`src/rtl/rca_slice_sequencer_pkg.sv`:
```
// ---------------------------------------------------------------------------
// rca_slice_sequencer_pkg
//   Shared constants for the sliced ripple-carry add/subtract unit:
//   default datapath widths, FSM state encodings and a small helper for
//   sizing the slice index.
//   No ports (package).
// ---------------------------------------------------------------------------
package rca_slice_sequencer_pkg;

    // Default datapath geometry.
    localparam int WIDTH_DEF = 64;
    localparam int SLICE_DEF = 16;

    // FSM state encodings. Kept as plain 2-bit constants so that older
    // tools and checkers that match on raw encodings keep working.
    localparam logic [1:0] ST_IDLE = 2'd0;
    localparam logic [1:0] ST_RUN  = 2'd1;
    localparam logic [1:0] ST_DONE = 2'd2;

    // Width needed to index n slices. Never returns less than 1, so a
    // single-slice configuration still has a legal index register.
    function automatic int sel_width(input int n);
        int w;
        w = 1;
        while ((1 << w) < n) begin
            w = w + 1;
        end
        return w;
    endfunction

endpackage : rca_slice_sequencer_pkg

```
`src/rtl/full_adder.sv`:
```
// ---------------------------------------------------------------------------
// full_adder
//   One-bit full adder cell, the building block of the ripple slice.
//   Ports:
//     a, b  : addend bits
//     ci    : carry in
//     s     : sum bit
//     co    : carry out
// ---------------------------------------------------------------------------
module full_adder (
    input  logic a,
    input  logic b,
    input  logic ci,
    output logic s,
    output logic co
);

    assign s  = a ^ b ^ ci;
    assign co = (a & b) | (a & ci) | (b & ci);

endmodule : full_adder

```
`src/rtl/rca_slice.sv`:
```
// ---------------------------------------------------------------------------
// rca_slice
//   Combinational W-bit ripple-carry adder made of a chain of full_adder
//   cells. This is the only carry chain in the unit, so its length (W) sets
//   the critical combinational path of the whole add/subtract sequencer.
//   Ports:
//     a, b      : W-bit addends
//     c0        : carry into bit 0
//     s         : W-bit sum
//     c         : carry out of bit W-1
//     c_msb_in  : carry into bit W-1 (used for signed overflow on the top
//                 slice: overflow = carry-in of MSB XOR carry-out of MSB)
// ---------------------------------------------------------------------------
module rca_slice
    import rca_slice_sequencer_pkg::*;
#(
    parameter int W = SLICE_DEF
) (
    input  logic [W-1:0] a,
    input  logic [W-1:0] b,
    input  logic         c0,
    output logic [W-1:0] s,
    output logic         c,
    output logic         c_msb_in
);

    // carry[i] is the carry into bit i; carry[W] leaves the slice.
    logic [W:0] carry;

    assign carry[0] = c0;

    for (genvar g = 0; g < W; g++) begin : g_bit
        full_adder u_fa (
            .a  (a[g]),
            .b  (b[g]),
            .ci (carry[g]),
            .s  (s[g]),
            .co (carry[g+1])
        );
    end

    assign c        = carry[W];
    assign c_msb_in = carry[W-1];

endmodule : rca_slice

```
`src/rtl/rca_slice_sequencer.sv`:
```
// ---------------------------------------------------------------------------
// rca_slice_sequencer
//   Multi-cycle WIDTH-bit add/subtract unit. One SLICE-bit ripple slice is
//   reused for NSLICE = WIDTH/SLICE cycles, LSB slice first, with the carry
//   between slices held in a register. This keeps the combinational carry
//   path at SLICE bits at the cost of NSLICE+1 cycles per operation.
//
//   Operation:
//     sub = 0 : s = a + b + c0
//     sub = 1 : s = a - b, computed as a + ~b + 1 (c0 ignored)
//
//   Ports:
//     clk    : rising-edge clock
//     rst_n  : asynchronous active-low reset
//     start  : request a new operation (sampled only in IDLE or DONE)
//     sub    : 0 = add with carry-in, 1 = subtract
//     a, b   : WIDTH-bit operands, captured on the accepted start
//     c0     : carry-in, captured on the accepted start
//     busy   : high while slices are being processed
//     done   : one-cycle pulse when s/c/ovf are valid
//     s      : WIDTH-bit result, stable from done until the next accepted
//              start (intermediate values during busy are not meaningful)
//     c      : carry out of bit WIDTH-1 (for sub, 1 = no borrow)
//     ovf    : signed overflow (carry into MSB XOR carry out of MSB)
//
//   Handshake: start is a request qualified only by the FSM being in IDLE
//   or DONE; there is no ready output, so a start raised while busy is
//   simply dropped. done is a single-cycle valid for s/c/ovf with no
//   backpressure; a start in the DONE cycle is accepted back-to-back.
//
//   Timing: start accepted at edge 0; slices processed on edges 1..NSLICE;
//   done is high in the cycle following edge NSLICE.
// ---------------------------------------------------------------------------
module rca_slice_sequencer
    import rca_slice_sequencer_pkg::*;
#(
    parameter int WIDTH = WIDTH_DEF,
    parameter int SLICE = SLICE_DEF,
    parameter int SEL_W = 2
) (
    input  logic             clk,
    input  logic             rst_n,
    input  logic             start,
    input  logic             sub,
    input  logic [WIDTH-1:0] a,
    input  logic [WIDTH-1:0] b,
    input  logic             c0,
    output logic             busy,
    output logic             done,
    output logic [WIDTH-1:0] s,
    output logic             c,
    output logic             ovf
);

    localparam int NSLICE = WIDTH / SLICE;

    // Index of the most significant slice; reaching it ends the RUN phase.
    localparam logic [SEL_W-1:0] LAST_IDX = SEL_W'(NSLICE - 1);

    // -----------------------------------------------------------------------
    // State and datapath registers
    // -----------------------------------------------------------------------
    logic [1:0]                    state;
    logic [SEL_W-1:0]              idx;

    // Operands and result are stored slice-major so the active slice is
    // selected with a plain index rather than a computed bit offset.
    logic [NSLICE-1:0][SLICE-1:0]  op_a;
    logic [NSLICE-1:0][SLICE-1:0]  op_b;
    logic [NSLICE-1:0][SLICE-1:0]  sum_q;

    logic                          cin;     // carry into the current slice
    logic                          c_q;
    logic                          ovf_q;

    // -----------------------------------------------------------------------
    // Shared slice adder
    // -----------------------------------------------------------------------
    logic [SLICE-1:0]              sl_s;
    logic                          sl_c;
    logic                          sl_c_msb_in;

    rca_slice #(
        .W (SLICE)
    ) u_slice (
        .a        (op_a[idx]),
        .b        (op_b[idx]),
        .c0       (cin),
        .s        (sl_s),
        .c        (sl_c),
        .c_msb_in (sl_c_msb_in)
    );

    // A new operation may only be taken when nothing is in flight.
    logic accept;
    assign accept = start && ((state == ST_IDLE) || (state == ST_DONE));

    // -----------------------------------------------------------------------
    // FSM + datapath
    // -----------------------------------------------------------------------
    always_ff @(posedge clk or negedge rst_n) begin
        if (!rst_n) begin
            state <= ST_IDLE;
            idx   <= '0;
            op_a  <= '0;
            op_b  <= '0;
            sum_q <= '0;
            cin   <= 1'b0;
            c_q   <= 1'b0;
            ovf_q <= 1'b0;
        end else begin
            case (state)
                ST_IDLE, ST_DONE: begin
                    if (accept) begin
                        // Subtraction is folded into the operands here so
                        // the RUN phase is a pure add: a + ~b + 1.
                        op_a  <= a;
                        op_b  <= sub ? ~b : b;
                        cin   <= sub ? 1'b1 : c0;
                        idx   <= '0;
                        state <= ST_RUN;
                    end else begin
                        state <= ST_IDLE;
                    end
                end

                ST_RUN: begin
                    sum_q[idx] <= sl_s;
                    cin        <= sl_c;
                    if (idx == LAST_IDX) begin
                        // Top slice: its carry-out is the result carry and
                        // its MSB carries give the signed overflow.
                        c_q   <= sl_c;
                        ovf_q <= sl_c_msb_in ^ sl_c;
                        idx   <= '0;
                        state <= ST_DONE;
                    end else begin
                        idx   <= idx + SEL_W'(1);
                    end
                end

                default: begin
                    // Unused encoding: recover to a clean idle.
                    idx   <= '0;
                    state <= ST_IDLE;
                end
            endcase
        end
    end

    // -----------------------------------------------------------------------
    // Outputs
    // -----------------------------------------------------------------------
    // busy/done decode the state register directly, so both drop to 0 the
    // instant reset is asserted.
    assign busy = (state == ST_RUN);
    assign done = (state == ST_DONE);
    assign s    = sum_q;
    assign c    = c_q;
    assign ovf  = ovf_q;

endmodule : rca_slice_sequencer

```
`config.mk`:
```
export PLATFORM = sky130hd
export DESIGN_NAME = rca_slice_sequencer
export DESIGN_NICKNAME = d
export VERILOG_FILES = /design/src/rtl/rca_slice_sequencer_pkg.sv /design/src/rtl/full_adder.sv /design/src/rtl/rca_slice.sv /design/src/rtl/rca_slice_sequencer.sv
export SDC_FILE = /design/constraint.sdc
export NUM_CORES = 1
export LEC_CHECK = 0
export ABC_AREA = 1
export CAP_MARGIN = 5
export CORE_ASPECT_RATIO = 0.9
export CORE_MARGIN = 2
export CORE_UTILIZATION = 35
export CTS_CLUSTER_SIZE = 30
export DETAILED_ROUTE_END_ITERATION = 10
export PLACE_DENSITY = 0.7
export SYNTH_ARGS = -nofsm -noshare
export SYNTH_HDL_FRONTEND = slang
export SYNTH_SLANG_ARGS = --single-unit
```
`constraint.sdc`:
```
create_clock -name clk -period 17.8 [get_ports clk]
set_input_delay 3.56 -clock clk [delete_from_list [all_inputs] [get_ports clk]]
set_output_delay 3.56 -clock clk [all_outputs]
set_load 0.1 [all_outputs]
```
---- Word-level counts from Yosys, hierarchy flattened ----
Cells that the tools add are included.
cells by class
  add/sub/neg operators ................... 1
  magnitude comparators ................... 2
  equal/unequal tests ..................... 5
  muxes and demuxes ....................... 17
  bitwise logic cells ..................... 114
  reductions and logical operators ........ 9
operators with widths
  cell                 number
  $bmux 16 s2          2
  $bwmux 64            1
  $mux 64              1
  $not 64->64          1
  $and 1x1->1          48
  $mux 16              3
  $xor 1x1->1          33
  $demux 16 s2         1
  $or 1x1->1           32
  $pmux 2 s2           2
  $mux 2               3
  $reduce_and 2->1     3
  $eq 2x2->1 const B   2
  $lt 2x3->1 const B   1
  $mux 1               3
  $add 2x1->2 const B  1
  $eq 2x1->1 const B   1
  $ge 2x1->1 const B   1
  $logic_and 1x1->1    2
  $logic_not 2->1      1
  $ne 2x1->1 const B   1
  $ne 2x2->1 const B   1
  $pmux 1 s2           1
  $reduce_bool 2->1    1
  other kinds (2)      2
storage, ports and cells
  bits in registers ....................... 199
  input bits .............................. 133
  output and inout bits ................... 68
  logic and storage cells ................. 165

---- Depth between registers and ports, before layout ----
Gate-level depths: netlist (run 1).
  depth in word-level cells ............... 51
  mapped depth ............................ 28
  depth with buffers taken out ............ 26

---- By module ----
From an unflattened synthesis (run 1), not the netlist that was laid out.
second synthesis, totals
  cell total of the unflattened synthesis .. 1122
  area total of the unflattened synthesis .. 9714.3 µm²
by module, submodules not included
  module               times used  cells each  area an instance (µm²)  sequential area each (µm²)
  rca_slice_sequencer  1           1106        9394.0                  4979.8
  full_adder           16          1           20.0                    0.0

---- Least setup slack after synthesis (run 1) ----
OpenSTA, ideal clock, no wires.
  path kind ............................... register -> register
  from .................................... register idx[1]
  to ...................................... register sum_q (netlist bit s[63])
  setup time .............................. 0.067 ns
  data arrival time ....................... 7.546 ns
  required time ........................... 17.733 ns
  slack ................................... 10.187 ns
  stages on the path, launching flop included .. 27
  path buffers ............................ 2
  period minus slack after synthesis ...... 7.613 ns
  cell sequence ........................... dfrtp_1 > clkbuf_1 > inv_2 > clkbuf_1 > nor2_1 > nand2_1 > nand2_1 > fa_1 > fa_1 > fa_1 > fa_1 > fa_1 > fa_1 > fa_1 > fa_1 > fa_1 > fa_1 > fa_1 > fa_1 > fa_1 > fa_1 > fa_1 > inv_1 > fa_1 > inv_1 > nand2_1 > nand2_1
on the way
  longest elaborated chain between the ends .. 49
  elaborated cells between the ends (all ways) .. 87
  classes of those cells .................. 2 x order compare; 7 x mux; 77 x bitwise; 1 x reduce/logical
RTL lines
  item                             RTL line                                              text
  from (decl)                      rca_slice_sequencer.sv:64                             logic [SEL_W-1:0] idx;
  from (signal assigned)           rca_slice_sequencer.sv:138                            idx <= idx + SEL_W'(1);
  $bmux 16 s2 (on tied branches)   rca_slice_sequencer.sv:86, rca_slice_sequencer.sv:87
  $mux 16 (on tied branches)       rca_slice_sequencer.sv:86, rca_slice_sequencer.sv:87
  $and 1x1->1                      full_adder.sv:19                                      assign co = (a & b) | (a & ci) | (b & ci);
  $or 1x1->1 (2 in a row)          full_adder.sv:19
  $and 1x1->1                      full_adder.sv:19
  $or 1x1->1 (2 in a row)          full_adder.sv:19
  $and 1x1->1                      full_adder.sv:19
  $or 1x1->1 (2 in a row)          full_adder.sv:19
  [... 27 more ...]                -
  $and 1x1->1                      full_adder.sv:19
  $or 1x1->1 (2 in a row)          full_adder.sv:19
  $and 1x1->1                      full_adder.sv:19
  $or 1x1->1 (2 in a row)          full_adder.sv:19
  $and 1x1->1                      full_adder.sv:19
  $or 1x1->1 (2 in a row)          full_adder.sv:19
  $xor 1x1->1                      full_adder.sv:18                                      assign s = a ^ b ^ ci;
  $bwmux 64 *                      rca_slice_sequencer.sv:128                            sum_q[idx] <= sl_s;
  to (signal, indexed assignment)  rca_slice_sequencer.sv:128
  to (decl)                        rca_slice_sequencer.sv:70                             logic [NSLICE-1:0][SLICE-1:0] sum_q;
Mark *: on every way between the ends. The rest lies on a longest branch, timed or not. The select of a mux whose other input is x is not followed.
A chain may end at the register's enable or synchronous reset.

---- Final worst setup path (run 1) ----
  from .................................... register idx[0]
  to ...................................... register sum_q (netlist bit s[47])
The elaborated chain is that of the path after synthesis.

==> impl_metrics.json, run 1 <==
{
  "outcome": "finished clean",
  "insertion_delay_ns": 0.43,
  "drv_slew": 0,
  "core_area_sq_mm": 0.0279,
  "drtIter0Drc": 636,
  "rows": 58,
  "grt_antenna_before_repair": 0,
  "clkTransAtPathRegs_ns": 0.07,
  "vias_per_cell": 4.65,
  "max_freq_mhz": 116,
  "layout_commonest_cell": "nand2_1",
  "yosys.area.top_type": "dfrtp_1",
  "synthTopCellsByArea": "dfrtp_1 50%, nand2_1 23%, inv_1 5.0%, nand3_1 4.2%, o21ai_0 4.0%",
  "tightest_slew_ns": 1.09,
  "cap_viol_max_count": 0,
  "antenna_cells": 0,
  "cts_setup_buffers": 0,
  "cp-start-kind": "flop",
  "reg2reg_to": "s[47]",
  "yosysWarnings": 0,
  "grt_first_pass_wirelength_um": 43200,
  "nets": 1602,
  "synth.area.mux_share_pct": 0,
  "rrSetupSlack_ns": 9.16,
  "place.port_buffers": 200,
  "routabilityCongestion": 0.794,
  "worst_path_dominant_cell_family": "adder cells",
  "numCtsBuffers": 17,
  "max_stage_delay_ns": 0.84,
  "start_util_pct": 35.5,
  "drt-met1-wl_um": 13500,
  "cts.htree.levels": 4,
  "synth_xor_area_share_pct": 0,
  "stdcell_count": 1821,
  "wl_per_cell_um": 15.1,
  "grt_pass1_vias": 7982,
  "grt-ovfl-total": 0,
  "final.period_utilization_pct": 48.6,
  "antenna_left": 0,
  "highest_layer": "met4",
  "worst-r2r-cell-count": 24,
  "ys_ff_latch": 199,
  "grt_max_degree": 125,
  "synth-simple-area-share_pct": 31.2,
  "synthCells": 1295,
  "rsz0062_at_grt": "no",
  "hold_path_depth": 2,
  "final_layout_size_suffix_gt1_share_pct": 4.72,
  "path_common_cell": "fa_1",
  "yosysTopAreaCellShare_pct": 50.2,
  "met3_length_um": 1600,
  "clock_path_buffers": 2,
  "maxSlewHeadroom_pct": 27.1,
  "hold_start": "s[63]",
  "synth_top_family_by_area": "simple AND/OR/NAND/NOR gates",
  "fin_skew_ns": 0.00809,
  "setup_violations": 0,
  "hold_violations": 0,
  "regToRegStartpoint": "idx[0]",
  "postSynthAreaPerCell_sq_um": 7.66,
  "ios": 201,
  "dp_hpwl_um": 19900,
  "cts_sinks": 199,
  "cts_tree": "done",
  "dr_wl_met2_um": 12000,
  "firstDrtPassIters": 5,
  "netlist_area_sq_mm": 0.00992,
  "cts-root-buf": "clkbuf_16",
  "crit_chain": "inv_1 > nand2_1 > nand3_1 > nand2_1 > fa_1 > fa_1 > fa_1 > fa_1 > fa_1 > fa_1 > fa_1 > fa_1 > fa_1 > fa_1 > fa_1 > fa_1 > fa_1 > fa_1 > fa_1 > inv_1 > fa_1 > inv_1 > nand2_1 > nand2_1",
  "fin_tns_setup_ns": 0,
  "arrival_ns": 9.01,
  "synth_compound_area_share_pct": 6.36,
  "critical_path_required_ns": 18.16,
  "vias": 8475,
  "place_inst": 1790,
  "post-route-drc-count": 0,
  "critPathMaxFanout": 113,
  "synthToLayoutAreaGrowth_pct": 27.0,
  "dieArea_sq_mm": 0.0297,
  "startpoint": "idx[0]",
  "hold_buffers": 0,
  "cpMaxStageDelayCell": "dfrtp_4",
  "mostFrequentLayoutCells": "613 x nand2_1, 198 x dfrtp_1, 198 x clkdlybuf4s50_1, 132 x inv_1, 83 x nand3_1",
  "timing.critical_path.buf_inv": 3,
  "ys_seq_area_share_pct": 50.2,
  "post_cts_resized": 0,
  "hold_path.class": "flop to flop",
  "synth_nets": 1448,
  "ys_types": 19,
  "whs_endpoint": "s[63]",
  "die_h_um": 164,
  "die_width_um": 181,
  "min_period_ns": 8.64,
  "drt-total-wl_um": 27500,
  "synth_adder_area_share_pct": 3.73,
  "critPathCaptureType": "flop",
  "crit_type": "flop to flop",
  "grt_usage_pct": 18.9
}
-- metrics by stage --
step / hold WS (ns) / setup slack (ns) / area [sq um] / utilization (%)
final: 0.474 / 9.16 / 12600 / 45.1
after global routing: 0.486 / 8.75 / 12600 / 45.1
after CTS: 0.476 / 9.18 / 12600 / 45.1
after detailed placement: 0.459 / 9.21 / 12100 / 43.2
after global placement: 0.455 / 9.39 / 12100 / 43.2
after floorplan: 0.442 / 10.19 / 9920 / -
-- layer usage --
metal | GRT usage (%) | vias to the layer above
met1 | 27.7 | 3933
met2 | 28.6 | 268
met4 | 5.36 | 0
li1 | - | 4249
met3 | 3.55 | 25
met5 | 0 | -
-- worst max-delay path by stage --
stage                        to  slack [ns]  cells past startpoint
after detailed placement  s[47]        9.21                     24
after global placement    s[15]        9.39                     24
after floorplan           s[63]       10.19                     26
final                     s[47]        9.16                     24
after CTS                 s[47]        9.18                     24
after global routing      s[31]        8.75                     24
-- worst register-to-register path: cells and delay by family, from the launching register on --
kind          cells  cell delay [ns]
flops             1             0.84
buf+inv           3             0.88
fa+ha+maj        16             6.41
simple gates      5             0.44
-- cells in the mapped netlist --
cell      number
nand2_1      613
dfrtp_1      199
inv_1        132
nand3_1       83
o21ai_0       80
clkbuf_1      36
nor2_1        34
o211ai_1      30
buf_2         26
or2_2         18
fa_1          16
inv_2          5
nand2_4        5
nor2_4         5
buf_6          4
ha_1           4
buf_4          3
a21oi_1        1
nor2_8         1
-- layout make-up --
class                   count  area (sq um)
fillers                  2755         15300
flip-flops and latches    199          4980
multi-input cells         890          4090
repair buffers            204          2030
inverters                 137           514
clock buffers              21           450
well taps                 360           450
clock inverters            10          75.1
-- flip-flops by register name (all words and copies together) (netlist names) --
| name | flops |
|---|---|
| c | 1 |
| cin | 1 |
| idx | 2 |
| op_a | 64 |
| op_b | 64 |
| ovf | 1 |
| s | 64 |
| state | 2 |
-- cell families after synthesis --
family / Yosys count
AO/OA/AOI/OAI: 111
buffers and inverters: 206
AND/OR/NAND/NOR: 759
flip-flops: 199
adder cells (fa/ha/maj): 20
Power of run 1 is left out: the tool's default activity adds up to more than one toggle a clock period on the data nets, which glitch-free logic cannot reach.
==> run 2, diff against run 1 <==
==> constraint.sdc (replaced) <==
create_clock -name clk -period 8.7 [get_ports clk]
set_input_delay 1.74 -clock clk [delete_from_list [all_inputs] [get_ports clk]]
set_output_delay 1.74 -clock clk [all_outputs]
set_load 0.1 [all_outputs]
==> run 2 against run 1 <==
  * Core utilization up 0.56 points
  * Sequential share of layout area down 0.48 points
  * Sequential cell count stayed put
  * Largest cell class unchanged
  * Via count is 1.2% higher
==> impl_metrics.json, run 2 (synthesized netlist as in run 1, its figures left out) <==
{
  "outcome": "finished clean",
  "cts-root-buf": "clkbuf_16",
  "whs_endpoint": "op_a[6]",
  "die_width_um": 181,
  "cts_setup_buffers": 0,
  "reg2reg_to": "s[63]",
  "min_period_ns": 7.90,
  "numCtsBuffers": 17,
  "ios": 201,
  "n_fill_cell": 2764,
  "clkTransAtPathRegs_ns": 0.07,
  "hold_path_depth": 2,
  "vias_per_cell": 4.70,
  "drt-total-wl_um": 27600,
  "fin_skew_ns": 0.0130,
  "hold_buffers": 0,
  "critPathCaptureType": "flop",
  "drv_slew": 0,
  "antenna_cells": 0,
  "rows": 58,
  "hold_path.class": "flop to flop",
  "final.period_utilization_pct": 90.9,
  "critical_path_required_ns": 9.07,
  "insertion_delay_ns": 0.44,
  "synthToLayoutAreaGrowth_pct": 28.6,
  "place_inst": 1795,
  "post-route-drc-count": 0,
  "wl_per_cell_um": 15.1,
  "die_h_um": 164,
  "grt_pass1_vias": 8134,
  "seq_area_sq_mm": 0.00498,
  "multi_input_area_sq_mm": 0.00409,
  "cts.htree.levels": 4,
  "hold_violations": 0,
  "grt_first_pass_wirelength_um": 43800,
  "stdcell_count": 1827,
  "antenna_left": 0,
  "drtIter0Drc": 616,
  "place.port_buffers": 200,
  "fin_tns_setup_ns": 0,
  "vias": 8580,
  "nets": 1607,
  "final_layout_size_suffix_gt1_share_pct": 5.32,
  "max_freq_mhz": 127,
  "tightest_slew_ns": 1.08,
  "cts_sinks": 199,
  "arrival_ns": 8.27,
  "firstDrtPassIters": 5,
  "hold_start": "op_a[6]",
  "cp-start-kind": "flop",
  "post_cts_resized": 0,
  "regToRegStartpoint": "idx[0]",
  "grt_usage_pct": 19.1,
  "cap_viol_max_count": 0,
  "grt-ovfl-total": 0,
  "worst-r2r-cell-count": 23,
  "start_util_pct": 35.5,
  "grt_antenna_before_repair": 0,
  "clock_path_buffers": 2,
  "rsz0062_at_grt": "no",
  "rrSetupSlack_ns": 0.80,
  "dieArea_sq_mm": 0.0297,
  "core_area_sq_mm": 0.0279,
  "setup_violations": 0,
  "cts_tree": "done",
  "routabilityCongestion": 0.897,
  "maxSlewHeadroom_pct": 27.8,
  "critPathMaxFanout": 40,
  "grt_max_degree": 128,
  "layout_commonest_cell": "nand2_1",
  "dp_hpwl_um": 20200,
  "crit_type": "flop to flop",
  "mostFrequentLayoutCells": "613 x nand2_1, 198 x dfrtp_1, 198 x clkdlybuf4s50_1, 132 x inv_1, 83 x nand3_1"
}
-- run 2: changes by cell type in the layout (fill, tap and decap cells not counted) --
cell / change
clkbuf_8: +1
clkbuf_1: -3
clkinvlp_4: -3
inv_6: +4
buf_4: +5
bufinv_16: +4
clkinv_4: -2
-- run 2: worst max path at each step --
stage,startpoint,end,slack [ns],cells past startpoint
finish,idx[0],s[63],0.80,23
global route,idx[0],s[63],0.45,23
CTS,idx[0],s[63],0.83,23
detailed placement,idx[0],s[63],0.84,23
global placement,idx[0],s[15],0.97,24
floorplan,idx[1],s[63],1.09,26
-- run 2: metal layers --
layer / track usage, % / vias to the layer above / routed length (um)
met1: 27.9 / 4003 / 13500
li1: - / 4268 / -
met2: 28.6 / 281 / 12000
met3: 3.73 / 28 / 1530
met4: 5.76 / 0 / 579
met5: 0 / - / 0
-- run 2: layout make-up --
class                   count  share of cell area (%)
inverters                 137                    4.03
clock buffers              19                    3.55
repair buffers            209                    16.2
flip-flops and latches    199                    39.1
clock inverters            13                    1.49
well taps                 360                    3.53
multi-input cells         890                    32.1
-- run 2: worst max-delay path, stage by stage, from the launching register on --
cell and delay, ns:
dfrtp_4 0.69, buf_4 0.42, nand2_1 0.10, o211ai_1 0.09, nand2_1 0.11, fa_1 0.45, fa_1 0.39, fa_1 0.41
fa_1 0.40, fa_1 0.40, fa_1 0.39, fa_1 0.39, fa_1 0.42, fa_1 0.40, fa_1 0.40, fa_1 0.40
fa_1 0.40, fa_1 0.39, fa_1 0.39, inv_1 0.10, fa_1 0.41, inv_1 0.12, nand2_1 0.07, nand2_1 0.09
-- run 2: metrics by stage --
stage | util (%) | area (sq um) | worst slack [ns] | hold WS (ns)
floorplan | - | 9920 | 1.09 | 0.442
global placement | 43.3 | 12100 | 0.969 | 0.455
detailed placement | 43.3 | 12100 | 0.841 | 0.460
CTS | 45.6 | 12700 | 0.827 | 0.477
global route | 45.6 | 12700 | 0.455 | 0.486
finish | 45.6 | 12700 | 0.796 | 0.473
Power of run 2 is left out for the same reason.
==> run 3, diff against run 2 <==
--- a/config.mk
+++ b/config.mk
@@ -6,13 +6,12 @@
 export NUM_CORES = 1
 export LEC_CHECK = 0
 export ABC_AREA = 1
-export CAP_MARGIN = 5
 export CORE_ASPECT_RATIO = 0.9
 export CORE_MARGIN = 2
-export CORE_UTILIZATION = 35
+export CORE_UTILIZATION = 50
 export CTS_CLUSTER_SIZE = 30
 export DETAILED_ROUTE_END_ITERATION = 10
-export PLACE_DENSITY = 0.7
+export PLACE_DENSITY = 0.9
 export SYNTH_ARGS = -nofsm -noshare
 export SYNTH_HDL_FRONTEND = slang
 export SYNTH_SLANG_ARGS = --single-unit
==> run 3 against run 2 <==
  * First-iteration DRC count up 26%
  * Sequential share of layout area increased by 0.62 points
  * Global-route usage rose by 7.3 points
  * Die area decreased by 29%
  * Cell count is 6.0% lower
  * Routed wire length down 2.7%
  * Sequential cell count did not move
  * Non-clock buffer count stayed put
  * Critical path depth is the same
  * Worst setup slack worse by 0.14 ns
  * Largest cell class unchanged
==> impl_metrics.json, run 3 (synthesized netlist as in run 1, its figures left out) <==
{
  "outcome": "finished clean",
  "final.period_utilization_pct": 92.4,
  "final_layout_size_suffix_gt1_share_pct": 5.32,
  "maxSlewHeadroom_pct": 24.6,
  "n_fill_cell": 1640,
  "insertion_delay_ns": 0.43,
  "critPathMaxFanout": 50,
  "hold_buffers": 0,
  "grt-ovfl-total": 0,
  "vias_per_cell": 5.20,
  "clock_path_buffers": 2,
  "rows": 48,
  "cts-root-buf": "clkbuf_16",
  "grt_usage_pct": 26.3,
  "hold_path.class": "flop to flop",
  "fin_skew_ns": 0.00734,
  "dieArea_sq_mm": 0.0210,
  "drtIter0Drc": 778,
  "min_period_ns": 8.04,
  "grt_pass1_vias": 8533,
  "crit_type": "flop to flop",
  "post-route-drc-count": 0,
  "worst-r2r-cell-count": 23,
  "wl_per_cell_um": 15.7,
  "fin_tns_setup_ns": 0,
  "critical_path_required_ns": 9.08,
  "nets": 1607,
  "routabilityCongestion": 0.988,
  "dp_hpwl_um": 19500,
  "cts.htree.levels": 4,
  "cap_viol_max_count": 0,
  "max_freq_mhz": 124,
  "ios": 201,
  "layout_commonest_cell": "nand2_1",
  "vias": 8933,
  "cts_setup_buffers": 0,
  "critPathCaptureType": "flop",
  "hold_path_depth": 2,
  "cts_tree": "done",
  "grt_max_degree": 125,
  "drv_slew": 0,
  "firstDrtPassIters": 5,
  "tightest_slew_ns": 1.13,
  "mostFrequentLayoutCells": "613 x nand2_1, 198 x dfrtp_1, 198 x clkdlybuf4s50_1, 132 x inv_1, 83 x nand3_1",
  "start_util_pct": 51.3,
  "numCtsBuffers": 17,
  "clkTransAtPathRegs_ns": 0.07,
  "arrival_ns": 8.42,
  "grt_antenna_before_repair": 0,
  "synthToLayoutAreaGrowth_pct": 26.6,
  "die_h_um": 138,
  "hold_violations": 0,
  "grt_first_pass_wirelength_um": 43300,
  "cp-start-kind": "flop",
  "rsz0062_at_grt": "no",
  "place.port_buffers": 200,
  "antenna_cells": 0,
  "core_area_sq_mm": 0.0193,
  "die_width_um": 152,
  "drt-total-wl_um": 26900,
  "antenna_left": 0,
  "postLayoutCoreUtil_pct": 64.9,
  "post_cts_resized": 0,
  "setup_violations": 0,
  "cts_sinks": 199
}
[run 3: cell count changes in the layout (fill, tap and decap cells not counted)]
cell / before / now
clkinv_4: 1 / 3
clkinv_2: 2 / 0
clkinvlp_4: 1 / 5
inv_6: 5 / 3
bufinv_16: 4 / 1
inv_8: 0 / 2
clkbuf_8: 3 / 2
[run 3: metal layers]
layer	track usage (%)	up-vias	share of wire [%]
met2	43.7	374	47
li1	-	4259	-
met3	3.87	45	7.2
met4	9.88	0	2.7
met5	0	-	0
met1	35.6	4255	43
[run 3: through the flow]
stage | hold slack, ns | cells | setup slack, ns | area (sq um)
finish | 0.478 | 1717 | 0.660 | 12600
floorplan | 0.442 | 1295 | 1.09 | 9920
detailed placement | 0.459 | 1685 | 0.761 | 12000
CTS | 0.476 | 1717 | 0.748 | 12600
global placement | 0.455 | 1685 | 0.965 | 12000
global route | 0.499 | 1717 | 0.341 | 12600
[run 3: worst max-delay path, cell delays in order (launching register included)]
cell and delay, ns:
dfrtp_4 0.74, nand2_1 0.12, o211ai_1 0.11, nand2_1 0.11, fa_1 0.44, fa_1 0.40
fa_1 0.40, fa_1 0.40, fa_1 0.42, fa_1 0.39, fa_1 0.40, fa_1 0.40
fa_1 0.42, fa_1 0.40, fa_1 0.40, fa_1 0.40, fa_1 0.41, fa_1 0.39
fa_1 0.39, inv_1 0.11, fa_1 0.42, inv_1 0.13, nand2_1 0.08, nand2_1 0.10
[run 3: worst paths after layout]
| kind | startpoint | to | slack [ns] |
|---|---|---|---|
| worst max-delay path | idx[0] | s[63] | 0.66 |
| worst min-delay path | op_a[63] | op_a[63] | 0.48 |
| worst max register to register | idx[0] | s[63] | 0.66 |
| worst min register to register | op_a[63] | op_a[63] | 0.48 |
| max in group asynchronous | rst_n | idx[0] | 5.57 |
| min in group asynchronous | rst_n | op_b[9] | 1.40 |
[run 3: cell type report]
| cell class | count | area [sq um] | area share, % |
|---|---|---|---|
| sequential | 199 | 4980 | 39.7 |
| multi-input combinational | 890 | 4090 | 32.6 |
| timing repair buffer | 209 | 2070 | 16.5 |
| inverter | 137 | 514 | 4.10 |
| clock buffer | 18 | 439 | 3.50 |
| tap | 250 | 313 | 2.49 |
| clock inverter | 14 | 143 | 1.14 |
Power of run 3 is left out for the same reason.
